**src/rtl/axi_stream_insert_arbiter.sv**
```systemverilog
// Packet-level round-robin arbiter sharing one header-insert datapath between NUM_SRC sources.
// A grant covers one header plus the payload up to and including its last beat.
//
//   state | meaning
//   IDLE  | no grant held; searching requesters from rr_ptr upward
//   GRANT | grant_id owns the datapath until header and last beat are both accepted
module axi_stream_insert_arbiter #(
  parameter int DATA_WD      = 32,
  parameter int DATA_BYTE_WD = DATA_WD / 8,
  parameter int NUM_SRC      = 4,
  parameter int SRC_ID_WD    = 2
) (
  input  logic                              clk,
  input  logic                              rst,
  input  logic [NUM_SRC-1:0]                s_valid_insert,
  input  logic [NUM_SRC*DATA_WD-1:0]        s_header_insert,
  input  logic [NUM_SRC*DATA_BYTE_WD-1:0]   s_keep_insert,
  output logic [NUM_SRC-1:0]                s_ready_insert,
  input  logic [NUM_SRC-1:0]                s_valid_in,
  input  logic [NUM_SRC*DATA_WD-1:0]        s_data_in,
  input  logic [NUM_SRC*DATA_BYTE_WD-1:0]   s_keep_in,
  input  logic [NUM_SRC-1:0]                s_last_in,
  output logic [NUM_SRC-1:0]                s_ready_in,
  output logic                              m_valid_insert,
  output logic [DATA_WD-1:0]                m_header_insert,
  output logic [DATA_BYTE_WD-1:0]           m_keep_insert,
  input  logic                              m_ready_insert,
  output logic                              m_valid_in,
  output logic [DATA_WD-1:0]                m_data_in,
  output logic [DATA_BYTE_WD-1:0]           m_keep_in,
  output logic                              m_last_in,
  input  logic                              m_ready_in,
  output logic [SRC_ID_WD-1:0]              grant_id,
  output logic                              busy
);

  typedef enum logic {IDLE, GRANT} state_t;

  state_t                state, state_nxt;
  logic [SRC_ID_WD-1:0]  grant_nxt, rr_ptr, rr_nxt, pick_id, pick_lo, pick_hi;
  logic                  hdr_done, hdr_done_nxt, last_done, last_done_nxt;
  logic                  hdr_hs, last_hs, found_hi;

  // Lowest requester at or above rr_ptr wins; otherwise wrap to the lowest overall.
  always_comb begin
    pick_lo  = '0;
    pick_hi  = '0;
    found_hi = 1'b0;
    for (int i = NUM_SRC - 1; i >= 0; i--) begin
      if (s_valid_insert[i]) begin
        pick_lo = SRC_ID_WD'(i);
        if (i >= int'(rr_ptr)) begin
          pick_hi  = SRC_ID_WD'(i);
          found_hi = 1'b1;
        end
      end
    end
    pick_id = found_hi ? pick_hi : pick_lo;
  end

  always_ff @(posedge clk) begin
    if (rst) begin
      state     <= IDLE;
      grant_id  <= '0;
      rr_ptr    <= '0;
      hdr_done  <= 1'b0;
      last_done <= 1'b0;
    end else begin
      state     <= state_nxt;
      grant_id  <= grant_nxt;
      rr_ptr    <= rr_nxt;
      hdr_done  <= hdr_done_nxt;
      last_done <= last_done_nxt;
    end
  end

  always_comb begin
    state_nxt       = state;
    grant_nxt       = grant_id;
    rr_nxt          = rr_ptr;
    hdr_done_nxt    = hdr_done;
    last_done_nxt   = last_done;
    m_valid_insert  = 1'b0;
    m_header_insert = '0;
    m_keep_insert   = '0;
    m_valid_in      = 1'b0;
    m_data_in       = '0;
    m_keep_in       = '0;
    m_last_in       = 1'b0;
    s_ready_insert  = '0;
    s_ready_in      = '0;
    hdr_hs          = 1'b0;
    last_hs         = 1'b0;
    case (state)
      IDLE: begin
        if (|s_valid_insert) begin
          state_nxt = GRANT;
          grant_nxt = pick_id;
        end
      end
      GRANT: begin
        for (int i = 0; i < NUM_SRC; i++) begin
          if (i == int'(grant_id)) begin
            m_valid_insert    = s_valid_insert[i] & ~hdr_done;
            s_ready_insert[i] = m_ready_insert & ~hdr_done;
            if (m_valid_insert) begin
              m_header_insert = s_header_insert[i*DATA_WD +: DATA_WD];
              m_keep_insert   = s_keep_insert[i*DATA_BYTE_WD +: DATA_BYTE_WD];
            end
            // Payload is closed after the last beat so the next packet's beats wait for a new grant.
            m_valid_in    = s_valid_in[i] & ~last_done;
            s_ready_in[i] = m_ready_in & ~last_done;
            if (m_valid_in) begin
              m_data_in = s_data_in[i*DATA_WD +: DATA_WD];
              m_keep_in = s_keep_in[i*DATA_BYTE_WD +: DATA_BYTE_WD];
              m_last_in = s_last_in[i];
            end
          end
        end
        hdr_hs  = m_valid_insert & m_ready_insert;
        last_hs = m_valid_in & m_ready_in & m_last_in;
        if ((hdr_done | hdr_hs) && (last_done | last_hs)) begin
          state_nxt     = IDLE;
          rr_nxt        = (grant_id == SRC_ID_WD'(NUM_SRC - 1)) ? '0 : grant_id + 1'b1;
          hdr_done_nxt  = 1'b0;
          last_done_nxt = 1'b0;
        end else begin
          hdr_done_nxt  = hdr_done | hdr_hs;
          last_done_nxt = last_done | last_hs;
        end
      end
      default: state_nxt = IDLE;
    endcase
  end

  assign busy = (state == GRANT);

endmodule
```
**config.mk**
```make
export PLATFORM = sky130hd
export DESIGN_NAME = axi_stream_insert_arbiter
export DESIGN_NICKNAME = d
export VERILOG_FILES = /design/src/rtl/axi_stream_insert_arbiter.sv
export SDC_FILE = /design/constraint.sdc
export NUM_CORES = 1
export LEC_CHECK = 0
export BUFFER_PORTS_ARGS = -buffer_cell sky130_fd_sc_hd__buf_2
export CAP_MARGIN = 10
export CORE_AREA = 2 2 150 152
export CTS_BUF_LIST = sky130_fd_sc_hd__clkbuf_8
export DETAILED_ROUTE_END_ITERATION = 10
export DIE_AREA = 0 0 152 154
export PLACE_DENSITY_LB_ADDON = 0.25
export SLEW_MARGIN = 20
export SYNTH_ARGS = -nofsm -noshare
export SYNTH_HDL_FRONTEND = slang
export SYNTH_SLANG_ARGS = --single-unit
```
**constraint.sdc**
```tcl
create_clock -name clk -period 3.4 [get_ports clk]
set_input_delay 0.17 -clock clk [delete_from_list [all_inputs] [get_ports clk]]
set_output_delay 0.17 -clock clk [all_outputs]
set_load 0.01 [all_outputs]
```
Word level (Yosys, flattened, before mapping)

Cells that the tools add are included.
Widths: inputs -> output; s select.

Flip-flop bits (word level): 7
Input bits: 304
Logic and storage cells: 128

$add $sub $neg: 1
Order comparisons: 3
Eq/ne operators: 4
Mux-type cells: 92
Bitwise gates (word level): 18
Reductions and logical operators: 5

Operators with widths:

| kind                | count |
|---|---|
| $mux 32             | 18 |
| $mux 4              | 20 |
| $mux 1              | 41 |
| $mux 2              | 12 |
| $and 1x1->1         | 13 |
| $eq 2x2->1 const A  | 2 |
| $ge 1x2->1 const A  | 2 |
| $reduce_and 2->1    | 2 |
| $reduce_or 4->1     | 1 |
| $not 1->1           | 3 |
| $add 2x1->2 const B | 1 |
| $eq 1x2->1 const A  | 1 |
| $eq 2x2->1 const B  | 1 |
| $ge 2x2->1 const A  | 1 |
| $logic_not 2->1     | 1 |
| $or 1x1->1          | 2 |
| $pmux 1 s2          | 1 |
| $logic_and 1x1->1   | 1 |

Longest topological paths before layout

Word-level depth: 16
Gate-level depth with buffers: 9
Mapped depth without buffers: 7

Worst setup path before layout

No wires, ideal clock.

Kind: flip-flop to output port
From: register grant_id[1]
To: output m_header_insert[12]
Data arrival time: 2047 ps
Data required time: 3230 ps
Path slack: 1183 ps
Cell stages (with the launch flop): 10
Cell sequence: dfxtp_1 inv_1 ha_1 and3b_1 buf_2 nor3_2 buf_2 a221o_1 o21ai_0 o21ai_1

Cells in the longest elaborated chain, start to end: 9
Elaborated cells between the ends (all ways): 12
Classes of those cells: eq/ne (3); mux (8); reduce/logical (1)

RTL lines:

| what                   | RTL line | RTL |
|---|---|---|
| start, declared        | 33       | `output logic [SRC_ID_WD-1:0] grant_id,` |
| start signal, assigned | 70       | `grant_id <= grant_nxt;` |
| $logic_not 2->1        | 103      | `if (i == int'(grant_id)) begin` |
| $mux 32                | 103      |  |
| $mux 32                | 106      | `if (m_valid_insert) begin` |
| $mux 32                | 103      |  |
| $mux 32                | 106      |  |
| $mux 32                | 103      |  |
| $mux 32                | 106      |  |
| $mux 32 *              | 103      |  |
| $mux 32 *              | 94       | `case (state)` |
| end, declared          | 25       | `output logic [DATA_WD-1:0] m_header_insert,` |

Every way passes the cells marked *; elsewhere a longest branch is shown, timed or not.

Final worst setup path

From: register grant_id[1]
To: output m_header_insert[1]

The elaborated chain is that of the path after synthesis.

==> results.cfg <==
[detailed_routing]
drc = 0
drt_iter0_markers = 259
routed_wl_mm = 17.74
drtAntennaViolNets = 0
vias_per_cell = 4.528
wl_per_cell_um = 16.48
vias = 4877
dr.pass1.iters = 6

[power]
ir_drop_mv = 0.07605
powerDensity_mw_per_mm2 = 157.3
power.leakage_nw = 2.555

[sta]
fin_ws_ns = 0.7355
grt_setup_unrepaired = false
maxSlewViolCount = 0
fin_setup_tns_ns = 0
min_period_ns = 2.664
max_freq_mhz = 375.3
maxSlewHeadroom_pct = 53.76
timing.final.crit_share_pct = 78.37
finalSetupViolations = 0
fin_skew_ns = 0.0009238
hold-worst-slack_ns = 0.2106
hold_viol_final = 0
tightest_slew_ns = 0.6872

[die]
die_w_um = 152
io-pin-count = 390
start_util_pct = 12.34
dieArea_mm2 = 0.02341
num_rows = 54
core_area_mm2 = 0.02169
chipHeight_um = 154

[cts]
cts_tree = done
cts_buffers = 3
h-tree-depth = 1
cts_post_setup_buffers_inserted = 0
cts_sinks = 7
cts.clk_slew.worst_paths_ns = 0.04
cts_max_path_buffers = 2
root_buffer = clkbuf_8
ctsResizeCount = 0
clock_latency_ns = 0.22
postCtsHoldBufs = 0

[global_routing]
grt-ovfl-total = 0
grt_util_all_layers_pct = 13.90
grt_pass1_wl_mm = 26.39
grt_pass1_vias = 4866
grt_max_degree = 37
antenna_found_initial = 2

[critical_path]
worstReg2RegStart = grant_id[1]
critPathRequiredTime_ns = 3.23
crit_start = grant_id[1]
crit_chain = inv_1 -> ha_1 -> and3b_1 -> nor3_4 -> buf_4 -> a221o_1 -> o21ai_0 -> o21ai_1 -> buf_2
r2r_cells = 7
reg2reg_slack_ns = 1.05
end_kind = primary output
r2r-end = rr_ptr[0]
cp_data_arrival_time_ns = 2.49
start_kind = register
critPathMaxStageDelay_ns = 0.39
cpMaxStageDelayCell = dfxtp_1
worstPathMaxFanout = 36
crit_type = reg -> out

[place]
gp_congestion = 0.8168
buffer_ports.inserted = 389
pre_cts_ws_ns = 0.8327
hpwlAfterDp_mm = 14.74

[yosys]
postSynthAreaPerCell_um2 = 6.181
syn-num-nets = 741
yosysWarnings = 0
synth_common_cells = nand2_1, o21ai_0, o21ai_1, a221o_1, a22oi_1
ys_seq_area_share_pct = 5.236
netlist_instances = 433
yosys-top-cells-area = o21ai_0, a221o_1, a22o_1, nand2_1, a22oi_1
synth_cell_types = 44
yosys_most_used_dff = dfxtp_1
synth_edf_count = 0
yosys.area.top_type = o21ai_0
syn_area_mm2 = 0.002676
ys_ff_latch = 7
async_reset_ff_share_pct = 0
synth.most_common_cell = nand2_1
netlist.area_leader.share_pct = 14.21

[min_path]
hold_class = in -> reg
holdPathEnd = rr_ptr[1]
holdPathStages = 2
worstHoldStart = rst

[flow_run]
cap_viol_max_count = 0

[status]
outcome = finished, final reports clean

[cells_and_area]
drive_gt1_share_pct = 52.76
synthToLayoutAreaGrowth_pct = 85.51
nNetsFinal = 1105
cell families (layout without fill, tap and decap cells):
family / count (synthesis) / after routing / share of synthesized area, %
flip-flops: 7 / 7 / 5.236
multiplexers: 1 / 1 / 0.3740
buffers and inverters: 54 / 417 / 8.836
other: 0 / 1 / 0
AND/OR/NAND/NOR: 116 / 116 / 19.36
adder cells (fa/ha/maj): 4 / 4 / 1.870
AO/OA/AOI/OAI: 251 / 251 / 64.33
routing by layer:
metal  share of wire [%]  vias to the layer above  routed length (µm)  global-route usage, %
met2                  53                      261                9477                  27.61
met4                0.81                        0                 144                  2.270
met5                   0                        -                   0                      0
met3                 7.2                        8                1280                  2.424
li1                    -                     2419                   -                      -
met1                  39                     2189                6841                  15.55
stage by stage:
stage | util [%] | instances | total power [mW] | area [µm²]
after floorplan | - | 433 | 0.3585 | 2676
after global placement | 22.67 | 1072 | 0.6712 | 4917
after detailed placement | 22.67 | 1072 | 0.6706 | 4917
after CTS | 22.88 | 1076 | 0.7881 | 4962
after global routing | 22.89 | 1077 | 0.8524 | 4965
final | 22.89 | 1077 | 0.7809 | 4965
how the worst max path moves through the flow:
stage | end | slack [ns] | cells past startpoint
after floorplan | m_header_insert[12] | 1.18 | 9
after global placement | m_header_insert[1] | 0.94 | 7
after CTS | m_header_insert[1] | 0.58 | 7
after global routing | m_keep_in[2] | 0.52 | 9
after detailed placement | m_header_insert[1] | 0.83 | 7
final | m_header_insert[1] | 0.74 | 9
layout make-up:
cell class	count	area (µm²)
Clock inverter	1	3.754
Fill cell	2528	16720
Clock buffer	3	41.29
Timing Repair Buffer	404	2059
Inverter	9	33.78
Multi-Input combinational cell	372	2333
Antenna cell	1	2.502
Sequential cell	7	140.1
Tap cell	280	350.3
power breakdown:
group | total [mW] | switching (mW) | internal, mW
logic | 0.573 | 0.288 | 0.284
registers | 0.0945 | 0.00856 | 0.0859
clock network | 0.114 | 0.0358 | 0.0780
sequential cells by signal (all words and copies together) (netlist names):
| register | count |
|---|---|
| grant_id | 2 |
| rr_ptr | 2 |
| busy | 1 |
| hdr_done | 1 |
| last_done | 1 |
placed cells by master, fill, tap and decap left out, types with 2 or more instances in the layout:
master / n
o21ai_1: 40
a22oi_1: 37
buf_4: 15
and2_1: 4
a22o_1: 36
and3_1: 3
dfxtp_1: 7
ha_1: 4
nor2_1: 8
nor3_4: 2
nor2_2: 4
a221o_1: 37
nand2_1: 82
o21ai_0: 76
inv_1: 10
buf_2: 389
a21oi_1: 10
clkbuf_8: 3
a41oi_1: 3
critical path: cells and delay by family (launching register included):
kind                       cells  cell delay [ns]
DFF                            1             0.39
and+or+nand+nor                2             0.36
buffers and inverters          3             0.65
adders and majority gates      1             0.30
AOI/OAI and AO/OA              3             0.53
Power figures use the tool's default switching activity.
